## config.mk

```make
export PLATFORM = sky130hd
export DESIGN_NAME = adc_scan_ctrl_flat
export DESIGN_NICKNAME = d
export VERILOG_FILES = /design/src/rtl/adc_scan_pkg.sv /design/src/rtl/adc_scan_ctrl_if.sv /design/src/rtl/adc_bit_timer.sv /design/src/rtl/adc_scan_ctrl.sv /design/src/flat_wrapper.sv
export SDC_FILE = /design/constraint.sdc
export NUM_CORES = 1
export LEC_CHECK = 0
export ABC_CLOCK_PERIOD_IN_PS = 3150
export CORE_ASPECT_RATIO = 0.6
export CORE_MARGIN = 1.5
export CORE_UTILIZATION = 45
export DETAILED_ROUTE_END_ITERATION = 16
export GPL_TIMING_DRIVEN = 1
export MAX_ROUTING_LAYER = met4
export PLACE_DENSITY = 0.78
export SYNTH_ARGS = -nofsm -noshare
export SYNTH_HDL_FRONTEND = slang
export SYNTH_HIERARCHICAL = 1
export SYNTH_SLANG_ARGS = --single-unit
```

## constraint.sdc

```tcl
create_clock -name clk_clk -period 3.15 [get_ports clk_clk]
set_input_delay 0.945 -clock clk_clk [delete_from_list [all_inputs] [get_ports clk_clk]]
set_output_delay 0.945 -clock clk_clk [all_outputs]
set_load 0.05 [all_outputs]
```

## src/rtl/adc_scan_pkg.sv

```systemverilog
// Shared definitions for the serial ADC scan controller: FSM encoding,
// default parameter values and the per-channel ADC control words.
package adc_scan_pkg;

    typedef enum logic [1:0] {
        S_IDLE   = 2'd0,
        S_SELECT = 2'd1,
        S_FRAME  = 2'd2,
        S_GAP    = 2'd3
    } scan_state_e;

    localparam int DEF_NUM_CH     = 4;
    localparam int DEF_DATA_W     = 10;
    localparam int DEF_FRAME_BITS = 16;
    localparam int DEF_CLK_DIV    = 2;
    localparam int DEF_GAP_CYC    = 2;

    localparam logic [15:0] CTRL_WORD_CH0 = 16'h6480;
    localparam logic [15:0] CTRL_WORD_CH1 = 16'h6680;
    localparam logic [15:0] CTRL_WORD_CH2 = 16'h6080;
    localparam logic [15:0] CTRL_WORD_CH3 = 16'h6280;

    // Packed so channel i sits at [i*16 +: 16].
    localparam logic [63:0] DEF_CTRL_WORDS =
        {CTRL_WORD_CH3, CTRL_WORD_CH2, CTRL_WORD_CH1, CTRL_WORD_CH0};

endpackage

```

## src/rtl/adc_scan_ctrl_if.sv

```systemverilog
// Sample delivery bus from the scan controller to the downstream sample buffer.
interface adc_scan_ctrl_if
    import adc_scan_pkg::*;
#(
    parameter int DATA_W = DEF_DATA_W,
    parameter int CH_W   = $clog2(DEF_NUM_CH)
);

    logic [DATA_W-1:0] sample_data;
    logic [CH_W-1:0]   sample_ch;
    logic              sample_valid;

    modport master (
        output sample_data,
        output sample_ch,
        output sample_valid
    );

    modport slave (
        input sample_data,
        input sample_ch,
        input sample_valid
    );

endinterface

```

## src/rtl/adc_bit_timer.sv

```systemverilog
// SCLK divider and bit counter for one serial frame; starts on start_i and
// stops by itself after FRAME_BITS periods of 2*CLK_DIV cycles.
module adc_bit_timer
    import adc_scan_pkg::*;
#(
    parameter int FRAME_BITS = DEF_FRAME_BITS,
    parameter int CLK_DIV    = DEF_CLK_DIV,
    parameter int BIT_W      = (FRAME_BITS > 1) ? $clog2(FRAME_BITS) : 1
) (
    input  logic             clk_clk,
    input  logic             reset_n,
    input  logic             start_i,
    output logic             sclk_o,
    output logic             launch_o,
    output logic             sample_o,
    output logic             frame_last_o,
    output logic [BIT_W-1:0] bit_cnt_o
);

    localparam int DIV_W = (CLK_DIV > 1) ? $clog2(CLK_DIV) : 1;

    logic             active_q, active_d;
    logic             sclk_q, sclk_d;
    logic [DIV_W-1:0] div_q, div_d;
    logic [BIT_W-1:0] bit_q, bit_d;
    logic             div_end;

    assign div_end      = (div_q == '0);
    assign sample_o     = active_q & sclk_q & div_end;
    assign frame_last_o = active_q & ~sclk_q & div_end & (bit_q == '0);
    // Asserted in the cycle before a new bit period begins.
    assign launch_o     = start_i | (active_q & ~sclk_q & div_end & (bit_q != '0));
    assign sclk_o       = sclk_q;
    assign bit_cnt_o    = bit_q;

    always_comb begin
        active_d = active_q;
        sclk_d   = sclk_q;
        div_d    = div_q;
        bit_d    = bit_q;
        if (start_i) begin
            active_d = 1'b1;
            sclk_d   = 1'b1;
            div_d    = DIV_W'(CLK_DIV - 1);
            bit_d    = BIT_W'(FRAME_BITS - 1);
        end else if (active_q) begin
            if (div_end) begin
                div_d = DIV_W'(CLK_DIV - 1);
                if (sclk_q) begin
                    sclk_d = 1'b0;
                end else if (bit_q == '0) begin
                    active_d = 1'b0;
                end else begin
                    sclk_d = 1'b1;
                    bit_d  = bit_q - BIT_W'(1);
                end
            end else begin
                div_d = div_q - DIV_W'(1);
            end
        end
    end

    always_ff @(posedge clk_clk) begin
        if (!reset_n) begin
            active_q <= 1'b0;
            sclk_q   <= 1'b0;
            div_q    <= '0;
            bit_q    <= '0;
        end else begin
            active_q <= active_d;
            sclk_q   <= sclk_d;
            div_q    <= div_d;
            bit_q    <= bit_d;
        end
    end

endmodule

```

## src/rtl/adc_scan_ctrl.sv

```systemverilog
// Round-robin serial ADC scan controller: one framed transfer per enabled
// channel, result delivered as a one-cycle strobe tagged with the channel.
//
// state  | meaning
// IDLE   | waiting for enable with a non-empty channel mask
// SELECT | pick next masked-in channel after the pointer, latch its word
// FRAME  | FRAME_BITS SCLK periods, RFS high / TFS low
// GAP    | GAP_CYC quiet cycles, result strobed on the first
module adc_scan_ctrl
    import adc_scan_pkg::*;
#(
    parameter int NUM_CH     = DEF_NUM_CH,
    parameter int DATA_W     = DEF_DATA_W,
    parameter int FRAME_BITS = DEF_FRAME_BITS,
    parameter int CLK_DIV    = DEF_CLK_DIV,
    parameter int GAP_CYC    = DEF_GAP_CYC
) (
    input  logic                         clk_clk,
    input  logic                         reset_n,
    input  logic                         enable,
    input  logic [NUM_CH-1:0]            ch_mask,
    input  logic [NUM_CH*FRAME_BITS-1:0] ctrl_words,
    input  logic                         SPI_IN,
    output logic                         SPI_OUT,
    output logic                         SCLK,
    output logic                         RFS,
    output logic                         TFS,
    output logic                         busy,
    adc_scan_ctrl_if.master              smp_if
);

    localparam int CH_W  = $clog2(NUM_CH);
    localparam int GAP_W = (GAP_CYC > 1) ? $clog2(GAP_CYC) : 1;
    localparam int BIT_W = (FRAME_BITS > 1) ? $clog2(FRAME_BITS) : 1;

    scan_state_e           state_q, state_d;
    logic [CH_W-1:0]       ptr_q, ptr_d;
    logic [GAP_W-1:0]      gap_q, gap_d;
    logic [FRAME_BITS-1:0] tx_q, tx_d;
    logic [DATA_W-1:0]     rx_q, rx_d;
    logic                  spi_out_q, spi_out_d;
    logic                  rfs_q, tfs_q, busy_q;
    logic [DATA_W-1:0]     smp_data_q, smp_data_d;
    logic [CH_W-1:0]       smp_ch_q, smp_ch_d;
    logic                  smp_valid_q, smp_valid_d;

    logic                  scan_req;
    logic                  sel_found;
    logic [CH_W-1:0]       sel_ch, cand;
    logic [FRAME_BITS-1:0] sel_word;
    logic                  timer_start;
    logic                  launch, sample, frame_last;
    logic [BIT_W-1:0]      bit_cnt;

    assign scan_req = enable & (|ch_mask);
    assign sel_word = ctrl_words[int'(sel_ch)*FRAME_BITS +: FRAME_BITS];

    adc_bit_timer #(
        .FRAME_BITS (FRAME_BITS),
        .CLK_DIV    (CLK_DIV),
        .BIT_W      (BIT_W)
    ) u_timer (
        .clk_clk      (clk_clk),
        .reset_n      (reset_n),
        .start_i      (timer_start),
        .sclk_o       (SCLK),
        .launch_o     (launch),
        .sample_o     (sample),
        .frame_last_o (frame_last),
        .bit_cnt_o    (bit_cnt)
    );

    // First set mask bit strictly after the pointer, wrapping.
    always_comb begin
        sel_found = 1'b0;
        sel_ch    = ptr_q;
        cand      = ptr_q;
        for (int i = 1; i <= NUM_CH; i++) begin
            cand = CH_W'((int'(ptr_q) + i) % NUM_CH);
            if (!sel_found && ch_mask[cand]) begin
                sel_found = 1'b1;
                sel_ch    = cand;
            end
        end
    end

    always_comb begin
        state_d     = state_q;
        ptr_d       = ptr_q;
        gap_d       = gap_q;
        tx_d        = tx_q;
        rx_d        = rx_q;
        spi_out_d   = spi_out_q;
        smp_data_d  = smp_data_q;
        smp_ch_d    = smp_ch_q;
        smp_valid_d = 1'b0;
        timer_start = 1'b0;
        case (state_q)
            S_IDLE: begin
                if (scan_req) state_d = S_SELECT;
            end
            S_SELECT: begin
                if (sel_found) begin
                    state_d     = S_FRAME;
                    ptr_d       = sel_ch;
                    timer_start = 1'b1;
                    spi_out_d   = sel_word[FRAME_BITS-1];
                    tx_d        = sel_word << 1;
                end else begin
                    state_d = S_IDLE;
                end
            end
            S_FRAME: begin
                if (launch) begin
                    spi_out_d = tx_q[FRAME_BITS-1];
                    tx_d      = tx_q << 1;
                end
                // Only the leading DATA_W bits of the frame carry the result.
                if (sample && (int'(bit_cnt) >= FRAME_BITS - DATA_W)) begin
                    rx_d = DATA_W'({rx_q, SPI_IN});
                end
                if (frame_last) begin
                    state_d     = S_GAP;
                    gap_d       = GAP_W'(GAP_CYC - 1);
                    spi_out_d   = 1'b0;
                    smp_valid_d = 1'b1;
                    smp_data_d  = rx_q;
                    smp_ch_d    = ptr_q;
                end
            end
            S_GAP: begin
                if (gap_q == '0) begin
                    state_d = scan_req ? S_SELECT : S_IDLE;
                end else begin
                    gap_d = gap_q - GAP_W'(1);
                end
            end
            default: state_d = S_IDLE;
        endcase
    end

    always_ff @(posedge clk_clk) begin
        if (!reset_n) begin
            state_q     <= S_IDLE;
            ptr_q       <= CH_W'(NUM_CH - 1);
            gap_q       <= '0;
            tx_q        <= '0;
            rx_q        <= '0;
            spi_out_q   <= 1'b0;
            rfs_q       <= 1'b0;
            tfs_q       <= 1'b1;
            busy_q      <= 1'b0;
            smp_data_q  <= '0;
            smp_ch_q    <= '0;
            smp_valid_q <= 1'b0;
        end else begin
            state_q     <= state_d;
            ptr_q       <= ptr_d;
            gap_q       <= gap_d;
            tx_q        <= tx_d;
            rx_q        <= rx_d;
            spi_out_q   <= spi_out_d;
            rfs_q       <= (state_d == S_FRAME);
            tfs_q       <= (state_d != S_FRAME);
            busy_q      <= (state_d != S_IDLE);
            smp_data_q  <= smp_data_d;
            smp_ch_q    <= smp_ch_d;
            smp_valid_q <= smp_valid_d;
        end
    end

    assign SPI_OUT             = spi_out_q;
    assign RFS                 = rfs_q;
    assign TFS                 = tfs_q;
    assign busy                = busy_q;
    assign smp_if.sample_data  = smp_data_q;
    assign smp_if.sample_ch    = smp_ch_q;
    assign smp_if.sample_valid = smp_valid_q;

endmodule

```

## src/flat_wrapper.sv

```systemverilog
// flat-port wrapper written by rule: the top's interface ports become plain ports
module adc_scan_ctrl_flat import adc_scan_pkg::*;
#(
    parameter int NUM_CH     = DEF_NUM_CH,
    parameter int DATA_W     = DEF_DATA_W,
    parameter int FRAME_BITS = DEF_FRAME_BITS,
    parameter int CLK_DIV    = DEF_CLK_DIV,
    parameter int GAP_CYC    = DEF_GAP_CYC
)
  (clk_clk, reset_n, enable, ch_mask, ctrl_words, SPI_IN, SPI_OUT, SCLK, RFS, TFS, busy, smp_if_sample_data, smp_if_sample_ch, smp_if_sample_valid);
  adc_scan_ctrl_if #(.DATA_W(DATA_W), .CH_W((2))) smp_if_i ();
  input  logic clk_clk;
  input  logic reset_n;
  input  logic enable;
  input  logic [NUM_CH-1:0] ch_mask;
  input  logic [NUM_CH*FRAME_BITS-1:0] ctrl_words;
  input  logic SPI_IN;
  output logic SPI_OUT;
  output logic SCLK;
  output logic RFS;
  output logic TFS;
  output logic busy;
  output wire logic [$bits(smp_if_i.sample_data)-1:0] smp_if_sample_data;
  output wire logic [$bits(smp_if_i.sample_ch)-1:0] smp_if_sample_ch;
  output wire logic [$bits(smp_if_i.sample_valid)-1:0] smp_if_sample_valid;
  assign smp_if_sample_data = smp_if_i.sample_data;
  assign smp_if_sample_ch = smp_if_i.sample_ch;
  assign smp_if_sample_valid = smp_if_i.sample_valid;
  adc_scan_ctrl #(.NUM_CH(NUM_CH), .DATA_W(DATA_W), .FRAME_BITS(FRAME_BITS), .CLK_DIV(CLK_DIV), .GAP_CYC(GAP_CYC)) u_core (.clk_clk(clk_clk), .reset_n(reset_n), .enable(enable), .ch_mask(ch_mask), .ctrl_words(ctrl_words), .SPI_IN(SPI_IN), .SPI_OUT(SPI_OUT), .SCLK(SCLK), .RFS(RFS), .TFS(TFS), .busy(busy), .smp_if(smp_if_i));
endmodule
```

# Yosys cells after proc, flatten, opt, wreduce, memory -nomap -nowiden
# Cells that the tools add are included.
[word_totals]
ff_bits = 55
[classes]
addsub = 7
n_lt_le_gt_ge = 5
n_reduce_logical = 24
mux = 52
shifts = 1
bitwise = 10
n_eq_ne = 12
[op_table]
columns = ["op", "count"]
rows = [
  ["$shiftx 64x7->16", 1],
  ["$mux 16", 2],
  ["$pmux 16 s2", 1],
  ["$mux 1", 29],
  ["$mux 4", 5],
  ["$mux 2", 8],
  ["$lt 2x3->1 const B", 4],
  ["$reduce_and 2->1", 6],
  ["$bmux 1 s2", 4],
  ["$ne 2x2->1 const B", 4],
  ["$pmux 2 s4", 1],
  ["$reduce_bool 2->1", 4],
  ["$and 1x1->1", 7],
  ["$eq 2x2->1 const B", 3],
  ["$ne 2x1->1 const B", 3],
  ["$reduce_and 3->1", 2],
  ["$add 2x1->2 const B", 2],
  ["$add 2x2->2 const B", 2],
  ["$ge 4x3->1 const B", 1],
  ["$logic_and 1x1->1", 4],
  ["$logic_not 4->1", 1],
  ["$pmux 1 s2", 2],
  ["$reduce_and 4->1", 1],
  ["$reduce_bool 4->1", 1],
  ["9 further kinds", 13],
]

# Logic depth before layout (Yosys ltp)
# Gate-level depths: netlist of run 1.
[depth]
ltp_word = 19
ltp_mapped = 13
mapped_depth_nobuf = 10

# Cells and area by module
# The synthesis of run 1 kept the hierarchy.
[by_module_without_submodules]
columns = ["module", "n_inst", "area_per_inst_um2", "cells_per_inst", "seq_area_each_um2"]
rows = [
  ["adc_scan_ctrl", 1, 2447.3, 289, 940.9],
  ["adc_bit_timer", 1, 366.6, 41, 140.1],
]

# Worst setup path before layout of run 1
# OpenSTA, ideal clock, no wires.
[synth_path]
path_type = "in2reg"
start = "input port ch_mask[3]"
end = "register u_core.tx_q[4]"
arrival_ns = 2.847
path_stages = 11
setup_ns = 0.086
required_ns = 3.064
path_slack_ns = 0.217
path_cell_list = "nor4_1 > or2_1 > buf_4 > inv_2 > clkbuf_1 > a21oi_1 > inv_1 > nand3b_1 > clkbuf_1 > o221ai_1 > a221oi_2"
[synth_between]
elab_chain_cells = 17
elab_cells_between_ends = 31
cone_classes = "2 x eq/ne; 1 x shift; 20 x mux; 1 x bitwise; 7 x reduce/logical"
[synth_rtl]
columns = ["item", "line", "text"]
rows = [
  ["start: declaration", "flat_wrapper.sv:15", "input logic [NUM_CH-1:0] ch_mask;"],
  ["$bmux 1 s2", "adc_scan_ctrl.sv:80", "if (!sel_found && ch_mask[cand]) begin"],
  ["$mux 1 (implied by the code)", "adc_scan_ctrl.sv:80", ""],
  ["$mux 1", "adc_scan_ctrl.sv:80", ""],
  ["$logic_not 1->1", "adc_scan_ctrl.sv:80", ""],
  ["$logic_and 1x1->1", "adc_scan_ctrl.sv:80", ""],
  ["$mux 1", "adc_scan_ctrl.sv:80", ""],
  ["$logic_not 1->1", "adc_scan_ctrl.sv:80", ""],
  ["$logic_and 1x1->1", "adc_scan_ctrl.sv:80", ""],
  ["[... 3 more ...]", "--", ""],
  ["$mux 1 (*)", "adc_scan_ctrl.sv:80", ""],
  ["$mux 1 (*)", "adc_scan_ctrl.sv:103", "if (sel_found) begin"],
  ["$mux 1 (*)", "adc_scan_ctrl.sv:98", "case (state_q)"],
  ["net u_core.timer_start", "adc_scan_ctrl.sv:51", "logic timer_start;"],
  ["$or 1x1->1 (*)", "adc_bit_timer.sv:32", "assign launch_o = start_i | (active_q & ~sclk_q & div_end & (bit_q != '0));"],
  ["net u_core.launch", "adc_scan_ctrl.sv:52", "logic launch, sample, frame_last;"],
  ["$ne 2x1->1 (no line) (*)", "--", ""],
  ["$reduce_and 3->1 (no line) (*)", "--", ""],
  ["end signal: assignment", "adc_scan_ctrl.sv:160", "tx_q <= tx_d;"],
  ["end: declaration", "adc_scan_ctrl.sv:39", "logic [FRAME_BITS-1:0] tx_q, tx_d;"],
]
# Mark *: on every way through the listed nets, which the timed path passes. The rest lies on a longest branch. The select of a mux whose other input is x is not followed.
# A chain may end at the register's enable or synchronous reset.

# Worst setup path after layout of run 1
# Ends and elaborated chain as after synthesis.

==> impl_metrics.yaml, run 1 <==
status:
  status: "complete, no violations"
yosys:
  syn_area_per_cell_um2: 8.527
  synth_top_area_share_pct: 38.42
  synth_common_cells: "54 x dfxtp_1, 44 x nand2_1, 21 x nor2_1, 19 x a21oi_1"
  async_flop_share_pct: 0
  syn-cell-area_um2: 2814
  yosysUniqueCellTypes: 54
  synth.yosys.seq_area_share_pct: 38.42
  ys.flop_type: "dfxtp_1"
  yosysWarnings: 6
  syn_nets: 403
  synth-edff-count: 0
  yosysMostFrequentCell: "dfxtp_1"
  synth_area_leaders: "dfxtp_1 38%, mux2i_1 6.4%, nand2_1 5.9%, a221oi_1 5.6%, o221ai_1 4.4%"
  ys_ff_latch: 54
  syn_inst: 330
  yosys.area.top_type: "dfxtp_1"
setup_path:
  cp_cell_sequence: "clkdlybuf4s50_1 > nor4_1 > or2_1 > inv_2 > a21oi_1 > inv_1 > nand3b_1 > buf_4 > o21a_1 > a211oi_1 > a221oi_2"
  reg2reg_depth: 10
  critical_path.max_stage_delay_ns: 0.42
  arrival_ns: 3.16
  end_kind: "flop"
  cp.required_ns: 3.37
  slowest_stage: "clkdlybuf4s50_1"
  cp-start-kind: "input port"
  critPathKind: "input port to flop"
  crit_fanout: 12
  reg2reg_setup_slack_ns: 0.75
detailed_routing:
  drtIter0Drc: 238
  drc: 0
  vias: 2922
  vias_per_cell: 5.786
  wire_per_inst_um: 17.13
  drt-pass1-iter-count: 4
  routed_wl_um: 8652
  ant_nets: 0
timing:
  worst_slack_ns: 0.2110
  finalClockSkew_ns: 0.004796
  post-route-period-util_pct: 93.30
  drv_slew: 0
  rsz0062_at_grt: "no"
  hold_violations: 0
  post-route-min-period_ns: 2.939
  worst_slew_pin_slew_ns: 0.6614
  setup_viol: 0
  relSlewSlack_pct: 55.79
  max_freq_ghz: 0.3402
  fin_tns_setup_ns: 0
pwr:
  p_int_w: 0.001199
  p_sw_w: 0.0005629
  comb_power_share_pct: 31.1
  swShare_pct: 31.95
  power.clock.fraction_pct: 24.2
  seqPwrFrac_pct: 44.7
  irDropWorstVdd_v: 0.0002178
  p_leak_nw: 1.645
  power_density_nw_per_um2: 445.4
cts:
  cts_setup_buffers: 0
  cts_root_buffer: "clkbuf_8"
  cts-htree-levels: 2
  clk_path_buf_depth: 2
  holdBufCountCts: 0
  clkLatencyLatePin_ns: 0.31
  cts_tree: "yes"
  post_cts_resized: 0
  cts_buffers: 5
  clkTransAtPathRegs_ns: 0.09
  cts_sinks: 54
global_route:
  grt_usage_pct: 26.74
  grt_max_degree: 28
  grt_pass1_wl_um: 13980
  overflow: 0
  first_global_vias: 2863
  antenna_found_initial: 0
die:
  start_util_pct: 46.26
  die_w_um: 105.1
  core_area_um2: 6083
  io-pin-count: 90
  chipHeight_um: 64.26
  rows: 22
  die_area_um2: 6753
worst_hold_path:
  hold_depth: 2
  hp-class: "flop to flop"
cells_and_area:
  fin_cells: 505
  antenna-diode-count: 0
  nets: 493
  syn2layout_area_growth_pct: 40.55
  drive_gt1_share_pct: 9.026
placement:
  place.detailed.instances: 497
  dpl_worst_slack_ns: -0.02980
  port_buffers: 89
  gp_congestion: 0.9019
  post-dp-hpwl_um: 6188
run:
  max_cap_violations: 0
power by group through the flow:
stage,clock (W),sequential [W],combinational [W]
finish,0.000426,0.000788,0.000547
global route,0.000462,0.000795,0.000588
CTS,0.000435,0.000786,0.000539
detailed placement,0,0.000801,0.000535
global placement,0,0.000799,0.000523
floorplan,0,0.000814,0.000305
cells in the final DEF (no fill, tap or decap), drive strengths merged, types with 15 or more instances in the layout:
master,Yosys,routed
a21oi,19,19
a221oi,20,20
buf,11,20
clkdlybuf4s50,0,89
dfxtp,54,54
mux2i,18,18
nand2,44,44
nand4,15,15
nor2,21,21
o21ai,19,19
worst max-delay path, delay by kind of cell:
kind	cells	cell delay, ns
AOI/OAI and AO/OA	4	0.79
buffers and inverters	4	0.76
and+or+nand+nor	3	0.67
final timing paths:
path | startpoint | endpoint
hold reg to reg | u_core/smp_if.sample_data[2] | u_core/smp_if.sample_data[2]
setup / recovery | ch_mask[3] | u_core/tx_q[4]
hold / removal | u_core/smp_if.sample_data[2] | u_core/smp_if.sample_data[2]
setup reg to reg | u_core/u_timer/bit_cnt_o[0] | u_core/tx_q[4]
area by class of cell:
cell class                      instances  area [um2]
Sequential cell                        54        1081
Multi-Input combinational cell        238        1565
Fill cell                             528        2128
Clock buffer                            7       96.34
Tap cell                               84       105.1
Inverter                               12       45.04
Timing Repair Buffer                  109        1054
Clock inverter                          1       8.758
through the flow:
stage | hold WS [ns] | util [%] | cell area (um2) | power [W]
floorplan | 0.4316 | - | 2814 | 0.001119
global placement | 0.4460 | 63.29 | 3850 | 0.001322
detailed placement | 0.4498 | 63.29 | 3850 | 0.001336
CTS | 0.4665 | 65.01 | 3955 | 0.001760
global route | 0.4816 | 65.01 | 3955 | 0.001845
finish | 0.4632 | 65.01 | 3955 | 0.001762
cell families after synthesis:
| family | Yosys count | share of synthesized area [%] |
|---|---|---|
| AO/OA/AOI/OAI | 107 | 28.15 |
| XOR/XNOR | 1 | 0.3113 |
| adder cells (fa/ha/maj) | 1 | 0.4446 |
| buffers and inverters | 38 | 5.958 |
| flip-flops | 54 | 38.42 |
| multiplexers | 19 | 7.203 |
| AND/OR/NAND/NOR | 110 | 19.52 |
sequential cells by signal (all words and copies together) (netlist names):
| register | count |
|---|---|
| u_core/state_q | 2 |
| u_core/u_timer/div_q | 1 |
| u_core/gap_q | 1 |
| u_core/u_timer/bit_cnt_o | 4 |
| u_core/ptr_q | 2 |
| u_core/smp_if.sample_valid | 1 |
| u_core/TFS | 1 |
| u_core/rx_q | 10 |
| u_core/u_timer/sclk_o | 1 |
| u_core/tx_q | 15 |
| u_core/smp_if.sample_ch | 2 |
| u_core/RFS | 1 |
| u_core/u_timer/active_q | 1 |
| u_core/busy | 1 |
| u_core/SPI_OUT | 1 |
| u_core/smp_if.sample_data | 10 |
per-layer routing:
| layer | track usage (%) | vias up | part of all wire [%] |
|---|---|---|---|
| met1 | 35.36 | 1344 | 46 |
| met4 | 7.021 | 0 | 1.3 |
| li1 | - | 1419 | - |
| met2 | 40.77 | 140 | 43 |
| met5 | - | - | 0 |
| met3 | 6.939 | 19 | 9.5 |
Note: power is estimated with default switching activity, not from simulation.
==> inputs of run 2 (changes only) <==
- CORE_MARGIN: 1.5 -> default
==> impl_metrics.yaml, run 2 (synthesized netlist as in run 1, its figures left out) <==
cells_and_area:
  drive_gt1_share_pct: 9.670
  antenna-diode-count: 0
  final_cell_area_um2: 3954
  regMostFlops: "u_core/tx_q"
  final_core_util_pct: 68.09
  multi_input_area_um2: 1565
  num-fill-cells: 471
  final_cell_mix: "89 x clkdlybuf4s50_1, 54 x dfxtp_1, 44 x nand2_1, 23 x buf_4, 21 x nor2_1"
  final_common_cell: "clkdlybuf4s50_1"
  ff_latch_area_um2: 1081
  syn2layout_area_growth_pct: 40.51
  nets: 496
  largest_reg_flops: 15
timing:
  drv_slew: 0
  fin_tns_setup_ns: 0
  rsz0062_at_grt: "no"
  hold_ws_ns: 0.4626
  max_freq_ghz: 0.3406
  post-route-period-util_pct: 93.21
  setup_viol: 0
  finalClockSkew_ns: 0.006222
  hold_violations: 0
  relSlewSlack_pct: 55.70
  post-route-min-period_ns: 2.936
  worst_slew_pin_slew_ns: 0.6627
setup_path:
  slowest_stage: "clkdlybuf4s50_1"
  crit_fanout: 6
  critPathKind: "input port to flop"
  r2r_start: "u_core/u_timer/bit_cnt_o[0]"
  end_kind: "flop"
  reg2reg_depth: 10
  cp.required_ns: 3.37
  cp_top_family: "compound AO/OA/AOI/OAI gates"
  cp-start-kind: "input port"
  cp_cell_sequence: "clkdlybuf4s50_1 > nor4_1 > or2_1 > inv_2 > a21oi_1 > inv_1 > nand3b_1 > buf_4 > o21a_1 > a211oi_1 > a221oi_2"
  worst-path-buf-inv: 4
  critical_path.max_stage_delay_ns: 0.42
  reg2reg_setup_slack_ns: 0.74
  regToRegEndpoint: "u_core/tx_q[6]"
  arrival_ns: 3.15
pwr:
  finalPower_w: 0.001762
  p_leak_nw: 1.646
  power_density_nw_per_um2: 445.6
  irDropWorstVdd_v: 0.0002228
worst_hold_path:
  hp-class: "flop to flop"
  min_from: "u_core/smp_if.sample_data[1]"
  hold_depth: 2
  hold_path_end: "u_core/smp_if.sample_data[1]"
detailed_routing:
  drt-pass1-iter-count: 5
  vias: 2991
  drtIter0Drc: 187
  vias_per_cell: 5.935
  ant_nets: 0
  drc: 0
  routed_wl_um: 8830
  wire_per_inst_um: 17.52
placement:
  gp_congestion: 0.8898
  port_buffers: 89
  dpl_cell_area_um2: 3855
  post-dp-hpwl_um: 6676
cts:
  clkLatencyLatePin_ns: 0.31
  post_cts_resized: 0
  clkTransAtPathRegs_ns: 0.10
  cts_sinks: 54
  holdBufCountCts: 0
  cts_root_buffer: "clkbuf_8"
  cts_buffers: 5
  cts_tree: "yes"
  cts_setup_buffers: 0
  clk_path_buf_depth: 2
  cts-htree-levels: 2
run:
  max_cap_violations: 0
global_route:
  grt_pass1_wl_um: 14130
  antenna_found_initial: 0
  grt_max_degree: 25
  first_global_vias: 2976
  grt_usage_pct: 27.87
  overflow: 0
die:
  start_util_pct: 48.46
  die_w_um: 104.1
  rows: 21
  io-pin-count: 90
  core_area_um2: 5807
  die_area_um2: 6584
  chipHeight_um: 63.26
status:
  status: "complete, no violations"
## run 2: layout make-up
class / instances / area share [%]
tap: 80 / 2.532
clock inverter: 2 / 0.4114
timing repair buffer: 112 / 26.90
sequential: 54 / 27.34
multi-input combinational: 238 / 39.59
clock buffer: 6 / 2.089
inverter: 12 / 1.139
## run 2: worst max-delay path by stage
stage / startpoint / endpoint / cells past startpoint
2_1_floorplan: ch_mask[3] / u_core/tx_q[4] / 11
3_3_place_gp: ch_mask[3] / u_core/tx_q[4] / 11
3_5_place_dp: ch_mask[3] / u_core/tx_q[7] / 12
4_1_cts: ch_mask[3] / u_core/tx_q[7] / 12
5_1_grt: ch_mask[3] / u_core/tx_q[7] / 12
6_report: ch_mask[3] / u_core/tx_q[6] / 11
## run 2: routing by layer
metal  track usage (%)  wire (um)  vias up
li1                  -          -     1415
met1             37.03       4082     1428
met2             43.75       3906      142
met3             6.418        813        6
met4             5.179         28        0
met5                 -          0        -
## run 2: metrics by stage
step,setup slack (ns),instances
after floorplan,0.2169,330
final,0.2139,504
after global routing,0.03809,504
after detailed placement,-0.08704,496
after CTS,0.2536,504
after global placement,0.06568,496
## run 2: worst min-delay path: cells and delay by family (launching register included)
| kind | cells | cell delay [ns] |
|---|---|---|
| compound gates | 1 | 0.05 |
| flops | 1 | 0.32 |
| simple gates | 1 | 0.05 |
## run 2: where the power goes
group	switching (W)	internal (W)	total, W
combinational	0.000287	0.000262	0.000549
clock	0.000240	0.000182	0.000422
sequential	0.0000554	0.000735	0.000791
total	0.000582	0.00118	0.00176
==> inputs of run 3 (changes only) <==
- ABC_CLOCK_PERIOD_IN_PS: 3150 -> 2490
- CORE_UTILIZATION: 45 -> 42
- PLACE_DENSITY: 0.78 -> 0.77
- RECOVER_POWER: default -> 50
- clock period: 3.15 -> 2.49 ns (I/O delays scaled with it)
==> impl_metrics.yaml, run 3 (synthesized netlist as in run 1, its figures left out) <==
detailed_routing:
  drtIter0Drc: 244
  wire_per_inst_um: 17.38
  routed_wl_um: 9004
  vias: 3025
  vias_per_cell: 5.840
  drt-pass1-iter-count: 5
  drc: 0
  ant_nets: 0
pwr:
  power_density_nw_per_um2: 548.8
  irDropWorstVdd_v: 0.0002783
  p_leak_nw: 1.798
  finalPower_w: 0.002288
placement:
  gp_congestion: 0.8806
  place.detailed.instances: 506
  post-dp-hpwl_um: 6382
  port_buffers: 89
timing:
  hold_violations: 0
  rsz0062_at_grt: "no"
  post-route-min-period_ns: 2.356
  worst_slew_pin_slew_ns: 0.6423
  drv_slew: 0
  setup_viol: 0
  max_freq_ghz: 0.4244
  finalClockSkew_ns: 0.01273
  fin_tns_setup_ns: 0
  relSlewSlack_pct: 57.06
  post-route-period-util_pct: 94.62
setup_path:
  cp.required_ns: 2.70
  crit_fanout: 5
  end_kind: "flop"
  arrival_ns: 2.57
  critPathKind: "input port to flop"
  cp-start-kind: "input port"
run:
  max_cap_violations: 0
cts:
  cts_sinks: 54
  cts_buffers: 5
  cts-htree-levels: 2
  clkLatencyLatePin_ns: 0.31
  holdBufCountCts: 0
  cts_root_buffer: "clkbuf_8"
  cts_tree: "yes"
  clkTransAtPathRegs_ns: 0.11
  clk_path_buf_depth: 2
die:
  start_util_pct: 44.84
  io-pin-count: 90
  core_area_um2: 6276
  chipHeight_um: 65.41
  die_area_um2: 7042
  rows: 22
  die_w_um: 107.7
cells_and_area:
  syn2layout_area_growth_pct: 48.20
  fin_cells: 518
  regMostFlops: "u_core/tx_q"
  final_cell_mix: "75 x clkdlybuf4s50_1, 54 x dfxtp_1, 44 x nand2_1, 27 x buf_4, 21 x nor2_1"
  largest_reg_flops: 15
  nets: 506
  antenna-diode-count: 0
  drive_gt1_share_pct: 14.98
  final_common_cell: "clkdlybuf4s50_1"
global_route:
  grt_pass1_wl_um: 14290
  overflow: 0
  grt_max_degree: 27
  first_global_vias: 2918
  antenna_found_initial: 0
  grt_usage_pct: 26.85
status:
  status: "complete, no violations"
worst_hold_path:
  hp-class: "flop to flop"
## run 3: worst paths after layout
kind	slack [ns]	to	depth (start not counted)	start
worst max-delay path	0.13	u_core/tx_q[5]	11	ch_mask[3]
worst min-delay path	0.46	u_core/smp_if.sample_data[5]	2	u_core/smp_if.sample_data[5]
worst max register to register	0.15	u_core/tx_q[5]	10	u_core/u_timer/bit_cnt_o[0]
worst min register to register	0.46	u_core/smp_if.sample_data[5]	2	u_core/smp_if.sample_data[5]
## run 3: timing repair
item / in CTS / in global routing
gates resized for setup: 4 / 28
hold endpoints to repair: 0 / 0
pin swaps: 2 / 6
gates cloned: 1 / 2
endpoints found under the setup margin: 16 / 16
buffers inserted: 1 / 0
## run 3: area by class of cell
cell class,count,area [um2]
fill,533,2106
timing repair buffer,121,1145
inverter,12,45.04
clock buffer,5,68.82
sequential,54,1081
clock inverter,3,26.28
multi-input combinational,239,1699
tap,84,105.1
## run 3: stage by stage
step / utilization (%) / hold slack [ns] / worst slack (ns) / area, um2
after CTS: 64.51 / 0.4670 / -0.03197 / 4049
after detailed placement: 62.60 / 0.4506 / -0.4431 / 3929
final: 66.45 / 0.4610 / 0.1340 / 4170
after floorplan: - / 0.4316 / 0.01358 / 2840
after global placement: 62.60 / 0.4438 / -0.3402 / 3929
after global routing: 66.45 / 0.4927 / 0.01431 / 4170
## run 3: layer usage
metal | wire (um) | up-vias | GRT usage (%)
met1 | 4287 | 1414 | 38.08
met2 | 3696 | 155 | 37.90
met5 | 0 | - | -
met4 | 81 | 0 | 7.534
met3 | 939 | 13 | 6.151
li1 | - | 1443 | -
## run 3: worst max-delay path: stages
cell and delay [ns]:
dlymetal6s2s_1 0.16, nor4_4 0.34, or2_1 0.16, inv_1 0.06
a21oi_2 0.13, inv_1 0.07, nand3b_1 0.24, o21ai_4 0.16
nand3_4 0.17, a221oi_2 0.06, a221oi_1 0.27
## run 3: power breakdown
part | switching [W] | internal, W | leakage, nW
Sequential | 0.0000689 | 0.000930 | 0.440
Combinational | 0.000402 | 0.000365 | 1.31
Clock | 0.000314 | 0.000208 | 0.0491
Total | 0.000785 | 0.00150 | 1.80
